--- src/rtl/traffic_light_ctrl_param_pkg.sv ---
// Shared state encoding and lamp patterns for the parametrised NS/EW traffic-light controller.
// Lamp vectors are ordered {ns_g, ns_y, ns_r, ew_g, ew_y, ew_r}.
package traffic_pkg;

    typedef enum logic [2:0] {
        NS_GRN = 3'd0,
        NS_YEL = 3'd1,
        AR1    = 3'd2,
        EW_GRN = 3'd3,
        EW_YEL = 3'd4,
        AR2    = 3'd5,
        FLASH  = 3'd6
    } state_e;

    localparam logic [5:0] LAMP_NS_GRN  = 6'b100_001;
    localparam logic [5:0] LAMP_NS_YEL  = 6'b010_001;
    localparam logic [5:0] LAMP_ALL_RED = 6'b001_001;
    localparam logic [5:0] LAMP_EW_GRN  = 6'b001_100;
    localparam logic [5:0] LAMP_EW_YEL  = 6'b001_010;

    // The unused encoding decodes to all-red so a corrupted state never shows a green.
    function automatic logic [5:0] lamp_decode(state_e s, logic flash);
        case (s)
            NS_GRN:   return LAMP_NS_GRN;
            NS_YEL:   return LAMP_NS_YEL;
            AR1, AR2: return LAMP_ALL_RED;
            EW_GRN:   return LAMP_EW_GRN;
            EW_YEL:   return LAMP_EW_YEL;
            FLASH:    return {1'b0, flash, 1'b0, 1'b0, 1'b0, flash};
            default:  return LAMP_ALL_RED;
        endcase
    endfunction

endpackage

--- src/rtl/traffic_light_ctrl_param_if.sv ---
// Signal bundle between the board switches/sensors, the lamp drivers and the debug display.
interface traffic_light_ctrl_param_if #(
    parameter int CNT_W = 8
);
    // req and night are plain levels sampled on every rising clock edge; there is no
    // valid/ready handshake, and all outputs are valid every cycle after reset.
    logic             req;
    logic             night;
    logic             ns_g;
    logic             ns_y;
    logic             ns_r;
    logic             ew_g;
    logic             ew_y;
    logic             ew_r;
    logic [2:0]       phase;
    logic [CNT_W-1:0] cnt;
    logic             req_pending;

    modport master (
        output req, night,
        input  ns_g, ns_y, ns_r, ew_g, ew_y, ew_r, phase, cnt, req_pending
    );

    modport slave (
        input  req, night,
        output ns_g, ns_y, ns_r, ew_g, ew_y, ew_r, phase, cnt, req_pending
    );

endinterface

--- src/rtl/traffic_light_ctrl_param_phase_timer.sv ---
// Per-phase cycle counter: clears on request, flags the last cycle of a phase of length
// limit_i, and optionally parks on that last cycle instead of counting on.
module phase_timer #(
    parameter int CNT_W = 8
) (
    input  logic             clk,
    input  logic             rst,
    input  logic             clr_i,
    input  logic             sat_en_i,
    input  logic [CNT_W-1:0] limit_i,
    output logic [CNT_W-1:0] cnt_o,
    output logic             done_o
);

    localparam logic [CNT_W-1:0] ONE = {{(CNT_W-1){1'b0}}, 1'b1};

    logic [CNT_W-1:0] cnt_q;
    logic [CNT_W-1:0] cnt_d;

    assign done_o = (cnt_q == (limit_i - ONE));
    assign cnt_o  = cnt_q;

    always_comb begin
        cnt_d = cnt_q + ONE;
        if (clr_i) begin
            cnt_d = '0;
        end else if (sat_en_i && done_o) begin
            cnt_d = cnt_q;
        end
    end

    always_ff @(posedge clk) begin
        if (rst) begin
            cnt_q <= '0;
        end else begin
            cnt_q <= cnt_d;
        end
    end

endmodule

--- src/rtl/traffic_light_ctrl_param.sv ---
// Two-road traffic-light controller: NS green rests until EW demand, all-red clearances
// between greens, and a night flashing mode entered from either clearance.
module traffic_light_ctrl_param
    import traffic_pkg::*;
#(
    parameter int CNT_W     = 8,
    parameter int NS_GREEN  = 6,
    parameter int NS_YELLOW = 2,
    parameter int EW_GREEN  = 3,
    parameter int EW_YELLOW = 2,
    parameter int ALL_RED   = 1,
    parameter int FLASH_DIV = 4
) (
    input logic                      clk,
    input logic                      rst,
    traffic_light_ctrl_param_if.slave bus
);

    localparam longint MAX_D = longint'(1) << CNT_W;

    if (NS_GREEN  < 1 || longint'(NS_GREEN)  >= MAX_D ||
        NS_YELLOW < 1 || longint'(NS_YELLOW) >= MAX_D ||
        EW_GREEN  < 1 || longint'(EW_GREEN)  >= MAX_D ||
        EW_YELLOW < 1 || longint'(EW_YELLOW) >= MAX_D ||
        ALL_RED   < 1 || longint'(ALL_RED)   >= MAX_D ||
        FLASH_DIV < 1 || longint'(FLASH_DIV) >= MAX_D) begin : g_bad_params
        $fatal(1, "traffic_light_ctrl_param: a phase duration is outside 1..2^CNT_W-1");
    end

    localparam logic [CNT_W-1:0] L_NS_GRN  = CNT_W'(NS_GREEN);
    localparam logic [CNT_W-1:0] L_NS_YEL  = CNT_W'(NS_YELLOW);
    localparam logic [CNT_W-1:0] L_EW_GRN  = CNT_W'(EW_GREEN);
    localparam logic [CNT_W-1:0] L_EW_YEL  = CNT_W'(EW_YELLOW);
    localparam logic [CNT_W-1:0] L_ALL_RED = CNT_W'(ALL_RED);
    localparam logic [CNT_W-1:0] L_FLASH   = CNT_W'(FLASH_DIV);

    state_e           state_q;
    state_e           state_d;
    logic             req_pending_q;
    logic             req_pending_d;
    logic             flash_q;
    logic             flash_d;
    logic [CNT_W-1:0] limit;
    logic [CNT_W-1:0] cnt;
    logic             done;
    logic             entering;
    logic             timer_clr;
    logic [5:0]       lamps;

    assign entering  = (state_d != state_q);
    // FLASH reuses the timer as a free-running divider, so each wrap also clears it.
    assign timer_clr = entering || ((state_q == FLASH) && done);

    always_comb begin
        case (state_q)
            NS_GRN:   limit = L_NS_GRN;
            NS_YEL:   limit = L_NS_YEL;
            AR1, AR2: limit = L_ALL_RED;
            EW_GRN:   limit = L_EW_GRN;
            EW_YEL:   limit = L_EW_YEL;
            default:  limit = L_FLASH;
        endcase
    end

    phase_timer #(.CNT_W(CNT_W)) u_timer (
        .clk      (clk),
        .rst      (rst),
        .clr_i    (timer_clr),
        .sat_en_i (state_q == NS_GRN),
        .limit_i  (limit),
        .cnt_o    (cnt),
        .done_o   (done)
    );

    always_ff @(posedge clk) begin
        if (rst) begin
            state_q       <= NS_GRN;
            req_pending_q <= 1'b0;
            flash_q       <= 1'b0;
        end else begin
            state_q       <= state_d;
            req_pending_q <= req_pending_d;
            flash_q       <= flash_d;
        end
    end

    always_comb begin
        state_d = state_q;
        case (state_q)
            NS_GRN: if (done && (req_pending_q || bus.night)) state_d = NS_YEL;
            NS_YEL: if (done) state_d = AR1;
            AR1:    if (done) state_d = bus.night ? FLASH : EW_GRN;
            EW_GRN: if (done) state_d = EW_YEL;
            EW_YEL: if (done) state_d = AR2;
            AR2:    if (done) state_d = bus.night ? FLASH : NS_GRN;
            FLASH:  if (done && !bus.night) state_d = AR2;
            default: state_d = NS_GRN;
        endcase
    end

    // Entering EW_GRN serves the demand, and that clear beats a request on the same edge.
    always_comb begin
        req_pending_d = req_pending_q;
        if (state_d == EW_GRN && state_q != EW_GRN) begin
            req_pending_d = 1'b0;
        end else if (bus.req && state_q != EW_GRN) begin
            req_pending_d = 1'b1;
        end
    end

    always_comb begin
        flash_d = flash_q;
        if (state_d == FLASH && state_q != FLASH) begin
            flash_d = 1'b1;
        end else if (state_q == FLASH && done) begin
            flash_d = ~flash_q;
        end
    end

    always_comb begin
        lamps = lamp_decode(state_q, flash_q);
        {bus.ns_g, bus.ns_y, bus.ns_r, bus.ew_g, bus.ew_y, bus.ew_r} = lamps;
        bus.phase       = state_q;
        bus.cnt         = cnt;
        bus.req_pending = req_pending_q;
    end

endmodule

--- src/flat_wrapper.sv ---
// flat-port wrapper written by rule: the top's interface ports become plain ports
module traffic_light_ctrl_param_flat import traffic_pkg::*;
#(
    parameter int CNT_W     = 8,
    parameter int NS_GREEN  = 6,
    parameter int NS_YELLOW = 2,
    parameter int EW_GREEN  = 3,
    parameter int EW_YELLOW = 2,
    parameter int ALL_RED   = 1,
    parameter int FLASH_DIV = 4
)
  (clk, rst, bus_req, bus_night, bus_ns_g, bus_ns_y, bus_ns_r, bus_ew_g, bus_ew_y, bus_ew_r, bus_phase, bus_cnt, bus_req_pending);
  traffic_light_ctrl_param_if #(.CNT_W(CNT_W)) bus_i ();
  input logic clk;
  input logic rst;
  input wire logic [$bits(bus_i.req)-1:0] bus_req;
  input wire logic [$bits(bus_i.night)-1:0] bus_night;
  output wire logic [$bits(bus_i.ns_g)-1:0] bus_ns_g;
  output wire logic [$bits(bus_i.ns_y)-1:0] bus_ns_y;
  output wire logic [$bits(bus_i.ns_r)-1:0] bus_ns_r;
  output wire logic [$bits(bus_i.ew_g)-1:0] bus_ew_g;
  output wire logic [$bits(bus_i.ew_y)-1:0] bus_ew_y;
  output wire logic [$bits(bus_i.ew_r)-1:0] bus_ew_r;
  output wire logic [$bits(bus_i.phase)-1:0] bus_phase;
  output wire logic [$bits(bus_i.cnt)-1:0] bus_cnt;
  output wire logic [$bits(bus_i.req_pending)-1:0] bus_req_pending;
  assign bus_i.req = bus_req;
  assign bus_i.night = bus_night;
  assign bus_ns_g = bus_i.ns_g;
  assign bus_ns_y = bus_i.ns_y;
  assign bus_ns_r = bus_i.ns_r;
  assign bus_ew_g = bus_i.ew_g;
  assign bus_ew_y = bus_i.ew_y;
  assign bus_ew_r = bus_i.ew_r;
  assign bus_phase = bus_i.phase;
  assign bus_cnt = bus_i.cnt;
  assign bus_req_pending = bus_i.req_pending;
  traffic_light_ctrl_param #(.CNT_W(CNT_W), .NS_GREEN(NS_GREEN), .NS_YELLOW(NS_YELLOW), .EW_GREEN(EW_GREEN), .EW_YELLOW(EW_YELLOW), .ALL_RED(ALL_RED), .FLASH_DIV(FLASH_DIV)) u_core (.clk(clk), .rst(rst), .bus(bus_i));
endmodule
--- config.mk ---
export PLATFORM = sky130hd
export DESIGN_NAME = traffic_light_ctrl_param_flat
export DESIGN_NICKNAME = d
export VERILOG_FILES = /design/src/rtl/traffic_light_ctrl_param_pkg.sv /design/src/rtl/traffic_light_ctrl_param_if.sv /design/src/rtl/traffic_light_ctrl_param_phase_timer.sv /design/src/rtl/traffic_light_ctrl_param.sv /design/src/flat_wrapper.sv
export SDC_FILE = /design/constraint.sdc
export NUM_CORES = 1
export LEC_CHECK = 0
export ABC_CLOCK_PERIOD_IN_PS = 3980
export CAP_MARGIN = 40
export CORE_MARGIN = 4
export CORE_UTILIZATION = 46
export CTS_CLUSTER_DIAMETER = 50
export DETAILED_ROUTE_END_ITERATION = 16
export PLACE_DENSITY = 0.88
export SYNTH_ARGS = -nofsm -noshare
export SYNTH_HDL_FRONTEND = slang
export SYNTH_SLANG_ARGS = --single-unit
--- constraint.sdc ---
create_clock -name clk -period 3.98 [get_ports clk]
set_clock_uncertainty 0.05 [all_clocks]
set_input_delay 0.597 -clock clk [delete_from_list [all_inputs] [get_ports clk]]
set_output_delay 0.597 -clock clk [all_outputs]
set_load 0.05 [all_outputs]
==> results of run 1 <==
## registers in the layout, summed over array words and instances, names as in the netlist
| name | cells |
|---|---|
| u_core.bus.req_pending | 1 |
| u_core.u_timer.cnt_o | 8 |
| u_core.bus.phase | 3 |
| u_core.flash_q | 1 |
## synthesized netlist by cell type (all sizes together), types with 3 or more instances
cell,number
or3,5
nand2,11
nor3,8
o21ai,3
dfxtp,13
inv,4
xor2,5
and3b,3
nor2,12
clkbuf,3
a21oi,6
xnor2,3
## how the worst min path moves through the flow
stage	slack, ps	from	end	cells after the start
4_1_cts	500	u_core.bus.req_pending	u_core.bus.req_pending	2
3_5_place_dp	490	u_core.u_timer.cnt_o[0]	u_core.u_timer.cnt_o[0]	1
2_1_floorplan	490	u_core.flash_q	u_core.flash_q	2
6_report	500	u_core.bus.req_pending	u_core.bus.req_pending	2
5_1_grt	520	u_core.bus.req_pending	u_core.bus.req_pending	2
3_3_place_gp	470	u_core.u_timer.cnt_o[7]	u_core.u_timer.cnt_o[7]	2
## worst max-delay path: cells and delay by family (launching register included)
kind | cells | cell delay, ps
AO/OA/AOI/OAI | 2 | 860
AND/OR/NAND/NOR | 4 | 860
flip-flops | 1 | 660
adder cells (fa/ha/maj) | 1 | 310
XOR/XNOR | 1 | 130
## per-layer routing
layer / up-vias / share of wire [%] / track usage (%)
met5: - / 0 / 0
met4: 0 / 2.3 / 6.45
met3: 9 / 6.5 / 5.62
met2: 45 / 48 / 26.7
met1: 398 / 43 / 23.6
li1: 426 / - / -
## per-stage QoR
| step | instances | power [µW] | hold slack (ps) | util, % | worst slack [ps] |
|---|---|---|---|---|---|
| after floorplan | 106 | 210 | 492 | - | 1120 |
| after CTS | 151 | 321 | 501 | 67.0 | 1010 |
| after detailed placement | 147 | 235 | 487 | 65.3 | 1010 |
| final | 151 | 320 | 498 | 67.0 | 996 |
| after global routing | 151 | 339 | 517 | 67.0 | 759 |
| after global placement | 147 | 234 | 470 | 65.3 | 1170 |
## layout make-up
class / count / area share [%]
multi-input cells: 85 / 49.2
flip-flops and latches: 13 / 24.4
repair buffers: 21 / 19.7
well taps: 24 / 2.81
clock buffers: 4 / 2.46
inverters: 4 / 1.41
## cells by family after synthesis
| logic type | count (synthesis) | synth area share [%] |
|---|---|---|
| AO/OA/AOI/OAI | 23 | 19.9 |
| XOR/XNOR | 8 | 8.58 |
| adder cells (fa/ha/maj) | 2 | 3.06 |
| buffers and inverters | 8 | 3.83 |
| flip-flops | 13 | 31.9 |
| multiplexers | 1 | 1.23 |
| AND/OR/NAND/NOR | 51 | 31.5 |
## report_power, final
| group | internal (µW) | switching, µW | total [µW] | leakage [µW] |
|---|---|---|---|---|
| Sequential | 136 | 9.45 | 145 | 0.000106 |
| Clock | 39.0 | 47.9 | 86.9 | 0.0000150 |
| Combinational | 30.6 | 57.0 | 87.7 | 0.000267 |
==> out/qor.yml, run 1 <==
fill_cells: 139
cts_buffers: 3
fmax_ghz: 0.335
fin_area_um2: 1070
ir_drop_uv: 253
synth-seq-cells: 13
drc: 0
seq_area_um2: 260
setup_viol: 0
placed_cell_area_um2: 1040
hold_viol: 0
grt_max_degree: 19
postSynthAreaPerCell_um2: 7.71
multiInputGateArea_um2: 526
postCtsSetupRepairBufs: 0
gp_congestion: 0.862
syn-num-nets: 112
core_um2: 1590
yosysTopAreaCell: "dfxtp_1"
die_w_um: 50.1
port_buffers: 21
cts.sinks: 13
syn_to_final_growth_pct: 30.6
post_drt_via_cell_ratio: 5.81
rr_endpoint: "u_core.u_timer.cnt_o[7]"
final_cell_mix: "clkdlybuf4s50_1, dfxtp_1, nor2_1"
cp_slowest_stage_delay_ps: 660
power_density_nw_per_um2: 300
synth_warnings: 0
track_usage_pct: 17.7
overflow: 0
drt-total-wl_mm: 2.04
crit_start: "u_core.bus.phase[1]"
cts_max_path_buffers: 2
final_common_cell: "clkdlybuf4s50_1"
r2r_start: "u_core.bus.phase[1]"
ys_types: 36
tns_ps: 0
ys.flop_type: "dfxtp_1"
drv_slew: 0
io_pins: 22
antenna_found_initial: 0
syn_area_um2: 817
max-cap-violations: 0
timing.final.crit_share_pct: 75.0
yosysTopAreaCellShare_pct: 31.9
cp_max_fo: 18
status: "completed"
rr_worst_depth: 8
critPathKind: "reg -> reg"
cts-resized-gates: 0
drive_gt1_share_pct: 3.15
start_util_pct: 51.3
endpoint: "u_core.u_timer.cnt_o[7]"
clock_latency_ps: 290
synthCells: 106
yosys-top-cells-area: "dfxtp_1, nor2_1, xor2_1"
slew_headroom_pct: 61.1
synth_edf_count: 0
ctsRootBufferMaster: "clkbuf_4"
ant_nets: 0
worst_path_max_delay_cell: "dfxtp_1"
arrival_ps: 3090
rows: 14
min_period_ps: 2980
async_flop_share_pct: 0
wl_per_cell_um: 13.5
first_pass_iters: 4
critPathRequiredTime_ps: 4090
hold_buffers: 0
vias: 878
setup.worst_path.start_class: "register"
cp-end-kind: "register"
dp_hpwl_mm: 1.51
crit_top_cell: "nor2_1"
nets: 134
dieArea_um2: 2510
leakagePower_uw: 0.000388
clkTransAtPathRegs_ps: 80
drtIter0Drc: 41
hold_class: "reg -> reg"
worstMarginPinSlew_ps: 581
die_h_um: 50.1
cts_tree: "yes"
grt_pass1_vias: 758
rrSetupSlack_ps: 1000
yosysSeqAreaShare_pct: 31.9
worstPathCellList: "nor2b_1, nor2_1, ha_1, xnor2_1, a211o_1, or2_1, o31ai_2, nor2_1"
rsz0062_at_grt: "false"
antenna_cells: 0
grt_first_pass_wirelength_mm: 3.48
htreeDepth: 1
Note: power is estimated with default switching activity, not from simulation.
==> inputs of run 2 (changes only) <==
ABC_CLOCK_PERIOD_IN_PS = 2700   (was 3980)
CORE_UTILIZATION = 42   (was 46)
PLACE_DENSITY = 0.85   (was 0.88)
clock period = 2.7 ns   (was 3.98 ns; I/O delays follow)
==> run 2 against run 1 <==
Effect of this change:
- utilization fell by 4.6 points
- largest power group unchanged
- critical endpoint is now bus_ns_g
- cell area is 4.2% higher
- count of clock-buffer cells in the layout did not move
- worst hold slack got worse by 12 ps
- wire length up 4.0%
- sequential share of layout area is 0.65 points lower
- critical path type is now reg -> out
- power up 49%
- clock power up 44%
==> out/qor.yml, run 2 (synthesized netlist as in run 1, its figures left out) <==
worst_path_max_delay_cell: "clkdlybuf4s50_1"
drive_gt1_share_pct: 9.85
hold_class: "reg -> reg"
port_buffers: 21
cts_buffers: 3
final_cells: 157
die_h_um: 52.1
timing.final.crit_share_pct: 95.6
start_util_pct: 45.8
final_cell_mix: "clkdlybuf4s50_1, nor2_1, nand2_1"
fin_area_um2: 1110
track_usage_pct: 17.3
hold_viol: 0
min_period_ps: 2580
vias: 882
placed_cell_area_um2: 1080
ctsRootBufferMaster: "clkbuf_4"
clkTransAtPathRegs_ps: 80
core_um2: 1780
grt_pass1_vias: 785
die_w_um: 52.1
status: "completed"
critPathRequiredTime_ps: 2250
ir_drop_uv: 228
wl_per_cell_um: 13.5
fmax_ghz: 0.388
leakagePower_uw: 0.000417
antenna_found_initial: 0
nets: 139
cp_slowest_stage_delay_ps: 800
power_density_nw_per_um2: 430
final_common_cell: "clkdlybuf4s50_1"
io_pins: 22
drv_slew: 0
grt_first_pass_wirelength_mm: 3.53
path_delay_family: "buffers and inverters"
dp_cells: 153
max-cap-violations: 0
rows: 15
drt-total-wl_mm: 2.12
grt_max_degree: 16
first_pass_iters: 4
antenna_cells: 0
setup_viol: 0
dieArea_um2: 2710
drtIter0Drc: 35
arrival_ps: 2130
cts.sinks: 13
setup.worst_path.start_class: "register"
cp_max_fo: 15
overflow: 0
gp_congestion: 0.946
htreeDepth: 1
drc: 0
syn_to_final_growth_pct: 36.1
post_drt_via_cell_ratio: 5.62
ant_nets: 0
rsz0062_at_grt: "false"
worstMarginPinSlew_ps: 556
tns_ps: 0
post-place-ws_ps: 102
slew_headroom_pct: 62.3
worstPathCellList: "buf_4, or3_1, inv_1, clkdlybuf4s50_1"
cp-end-kind: "output port"
critPathKind: "reg -> out"
dp_hpwl_mm: 1.60
cts_tree: "yes"
cp.buffers_inverters: 3
largest_reg_flops: 8
setup_ws_ps: 120
clock_latency_ps: 280
cts_max_path_buffers: 2
## run 2: cell types whose count changed in the layout (fill, tap and decap cells not counted), sizes merged
cell,before,now
buf,0,5
## run 2: routing by layer
| metal | share of wire, % | vias up | global-route usage, % | routed length (µm) |
|---|---|---|---|---|
| met5 | 0 | - | 0 | 0 |
| met4 | 1.4 | 0 | 6.55 | 30 |
| met3 | 6.7 | 4 | 3.15 | 142 |
| met2 | 46 | 45 | 27.8 | 985 |
| met1 | 45 | 393 | 22.7 | 964 |
| li1 | - | 440 | - | - |
## run 2: worst paths after layout
check / start / to / slack, ps / cells after the start
worst max-delay path: u_core.bus.phase[1] / bus_ns_g / 120 / 4
worst min-delay path: u_core.bus.phase[0] / u_core.bus.phase[2] / 490 / 1
worst max register to register: u_core.bus.phase[2] / u_core.bus.phase[1] / 130 / 8
worst min register to register: u_core.bus.phase[0] / u_core.bus.phase[2] / 490 / 1
## run 2: where the power goes
part / total [µW] / switching, µW / internal [µW] / leakage (µW)
Combinational: 140 / 88.6 / 51.7 / 0.000295
Sequential: 213 / 12.4 / 200 / 0.000107
Clock: 125 / 67.4 / 57.4 / 0.0000150
Total: 478 / 168 / 309 / 0.000417
## run 2: worst register-to-register path, delay by kind of cell, from the launching register on
kind | cells | cell delay (ps)
and+or+nand+nor | 3 | 590
adders and majority gates | 1 | 300
AOI/OAI and AO/OA | 3 | 960
DFF | 1 | 450
xor gates and xnor gates | 1 | 130
## run 2: final cells by class
cell class	instances	area (µm²)
clock buffer	4	26.3
fill	165	671
inverter	4	15.0
multi-input combinational	85	528
sequential	13	264
tap	25	31.3
timing repair buffer	26	248
## run 2: metrics by stage
step / power [µW] / utilization [%] / hold slack, ps
finish: 478 / 62.4 / 486
detailed placement: 354 / 60.8 / 477
floorplan: 309 / - / 417
global route: 499 / 62.4 / 514
CTS: 477 / 62.2 / 488
global placement: 350 / 60.8 / 462
## run 2: what timing repair did
item | in CTS | in global routing
gates resized for setup | 0 | 1
setup buffers | 0 | 0
hold buffers | 0 | 0
endpoints found under the setup margin | 0 | 3
==> RTL change, RTL diff (config.mk and constraints of run 2) <==
`CNT_W` is set to 8 in 4 places; all go to 10.
--- a/src/rtl/traffic_light_ctrl_param_if.sv
+++ b/src/rtl/traffic_light_ctrl_param_if.sv
@@ -1,5 +1,5 @@
 // Signal bundle between the board switches/sensors, the lamp drivers and the debug display.
 interface traffic_light_ctrl_param_if #(
-    parameter int CNT_W = 8
+    parameter int CNT_W = 10
 );
     // req and night are plain levels sampled on every rising clock edge; there is no
--- a/src/rtl/traffic_light_ctrl_param_phase_timer.sv
+++ b/src/rtl/traffic_light_ctrl_param_phase_timer.sv
@@ -2,5 +2,5 @@
 // limit_i, and optionally parks on that last cycle instead of counting on.
 module phase_timer #(
-    parameter int CNT_W = 8
+    parameter int CNT_W = 10
 ) (
     input  logic             clk,
--- a/src/rtl/traffic_light_ctrl_param.sv
+++ b/src/rtl/traffic_light_ctrl_param.sv
@@ -4,5 +4,5 @@
     import traffic_pkg::*;
 #(
-    parameter int CNT_W     = 8,
+    parameter int CNT_W     = 10,
     parameter int NS_GREEN  = 6,
     parameter int NS_YELLOW = 2,
--- a/src/flat_wrapper.sv
+++ b/src/flat_wrapper.sv
@@ -2,5 +2,5 @@
 module traffic_light_ctrl_param_flat import traffic_pkg::*;
 #(
-    parameter int CNT_W     = 8,
+    parameter int CNT_W     = 10,
     parameter int NS_GREEN  = 6,
     parameter int NS_YELLOW = 2,
Interface: changed (resized bus_cnt); port bits go from 22 to 24. No check against the original RTL was run, so the function may have changed too.
==> RTL change against run 2 <==
Setup slack improved by 150 ps; largest power group unchanged; first-iteration DRC count fell by 40%; register-to-register slack improved by 290 ps; design area rose by 9.4%; area after synthesis rose by 20%; sequential cell count rose by 2; routed wire length rose by 0.47%; highest routed layer unchanged; total power fell by 4.0%.
==> RTL change: results (changes against run 2) <==
- Clock latency on the worst-skew pair: 290 ps
- Filler cell count in the final layout: 209 (was 165)
- Buffers inserted by post-CTS timing repair: 0 (unchanged)
- Number of different library cells in the post-synthesis netlist: 41 (was 36)
- Worst-path fanout max: 10 (was 15)
- Synthesized Nets: 118 (was 112)
- GRT overflow: 0 (unchanged)
- Run status: completed (unchanged)
- Fraction of layout cells with a size suffix above 1: 13.3% (was 9.85%)
- Number of buffers created by CTS: 3 (unchanged)
- Final GP Congestion: 0.786 (was 0.946)
- Leading cell types by total area after synthesis: sky130_fd_sc_hd__dfxtp_1 (31%), sky130_fd_sc_hd__clkbuf_8 (5.6%), sky130_fd_sc_hd__nor2_1 (5.4%) (was sky130_fd_sc_hd__dfxtp_1 (32%), sky130_fd_sc_hd__nor2_1 (5.5%), sky130_fd_sc_hd__xor2_1 (5.4%))
- GRT Resource Usage Total: 14.1% (was 17.3%)
- NumNets Final: 141 (was 139)
- Detail Placement HPWL: 1570 um (was 1600 um)
- Vias: 889 (was 882)
- Max Root-Sink Buffers: 2 (unchanged)
- Headroom to the max-slew limit: 65.2% (was 62.3%)
- Number of global-route vias before repair: 792 (was 785)
- Endpoint arrival time on the critical path: 1970 ps (was 2130 ps)
- Average wire length per cell after detail routing: 13.1 um (was 13.5 um)
- Port bufs: 23 (was 21)
- Clock tree root driver cell: sky130_fd_sc_hd__clkbuf_4 (unchanged)
- P_leak: 0.000469 uW (was 0.000417 uW)
- Post-synth top cells: sky130_fd_sc_hd__dfxtp_1 (15), sky130_fd_sc_hd__nor2_1 (14), sky130_fd_sc_hd__a21oi_1 (7), sky130_fd_sc_hd__nand3_1 (7), sky130_fd_sc_hd__xor2_1 (5) (was sky130_fd_sc_hd__dfxtp_1 (13), sky130_fd_sc_hd__nor2_1 (12), sky130_fd_sc_hd__nand2_1 (11))
- Post-Place Cell Area: 1190 um2 (was 1080 um2)
- Number of flip-flops in the largest register: 10 (was 8)
- Sequential-to-total area share from yosys stat: 30.7% (was 31.9%)
- Switching power summed over all nets: 139 uW (was 168 uW)
- Drt initial violations: 21 (was 35)
- Worst supply voltage drop on vdd: 0.273 mV (was 0.228 mV)
- First-pass GRT wire length: 3640 um (was 3530 um)
- Smallest hold slack: 502 ps (was 486 ps)
- Register-to-register setup slack: 420 ps (was 130 ps)
- Clock-pin slew of the registers on the worst-case setup and hold paths: 90 ps
- Number of instances resized during post-cts repair: 0 (unchanged)
- Count of antenna diodes in the layout: 0 (unchanged)
RTL change: cell count changes in the layout (fill, tap and decap cells not counted), moves of 3 or more:
| cell | run 2 | this run |
|---|---|---|
| sky130_fd_sc_hd__dfxtp_1 | 10 | 15 |
| sky130_fd_sc_hd__dfxtp_2 | 3 | 0 |
| sky130_fd_sc_hd__nand2_1 | 11 | 4 |
| sky130_fd_sc_hd__nand3_1 | 2 | 7 |
| sky130_fd_sc_hd__nor3_1 | 8 | 3 |
| sky130_fd_sc_hd__or3_1 | 5 | 0 |
RTL change: kinds of logic after synthesis:
group	synth area share [%]
adder cells (fa/ha/maj)	1.28
AO/OA/AOI/OAI	18.1
buffers and inverters	10.5
XOR/XNOR	8.84
AND/OR/NAND/NOR	28.6
flip-flops	30.7
multiplexers	2.05
RTL change: layout make-up:
cell class                      count  share of cell area, %
Multi-Input combinational cell     85                   47.9
Timing Repair Buffer               27                   21.2
Sequential cell                    15                   24.7
Tap cell                           28                   2.88
Clock buffer                        4                   2.16
Inverter                            4                   1.23
RTL change: worst max-delay path, stage by stage (launching register included):
cell and delay [ps]:
sky130_fd_sc_hd__dfxtp_1 570, sky130_fd_sc_hd__nor2_1 150, sky130_fd_sc_hd__a21oi_1 140, sky130_fd_sc_hd__clkdlybuf4s50_1 820
RTL change: power groups by stage:
stage | registers, uW | logic (uW) | clock network (uW)
detailed placement | 244 | 90.4 | 0
global route | 241 | 96.9 | 147
floorplan | 262 | 49.3 | 0
global placement | 244 | 88.8 | 0
finish | 239 | 90.8 | 129
CTS | 239 | 90.9 | 136
RTL change: path summary, 6_finish.rpt:
check / startpoint / endpoint / depth (start not counted)
worst max-delay path: u_core.bus.phase[2]$_SDFF_PP0_ / bus_ns_r / 3
worst min-delay path: u_core.u_timer.cnt_o[0]$_SDFFE_PP0N_ / u_core.u_timer.cnt_o[0]$_SDFFE_PP0N_ / 1
worst max register to register: u_core.u_timer.cnt_o[5]$_SDFFE_PP0N_ / u_core.u_timer.cnt_o[6]$_SDFFE_PP0N_ / 5
worst min register to register: u_core.u_timer.cnt_o[0]$_SDFFE_PP0N_ / u_core.u_timer.cnt_o[0]$_SDFFE_PP0N_ / 1
RTL change: metal layers:
metal / vias to the layer above / global-route usage (%) / share of wire (%)
met2: 30 / 21.9 / 47
li1: 449 / - / -
met4: 0 / 6.78 / 1.3
met1: 406 / 19.5 / 47
met5: - / 0 / 0
met3: 4 / 1.39 / 5.3
RTL change: per-stage QoR:
stage	setup TNS (ps)	util, %	instances	total power, uW	setup WS (ps)
floorplan	-13.5	-	113	311	-13.5
global placement	0	53.8	159	333	463
detailed placement	0	53.8	159	335	430
CTS	0	55.0	163	466	272
global route	0	55.0	163	485	158
finish	0	55.0	163	459	271
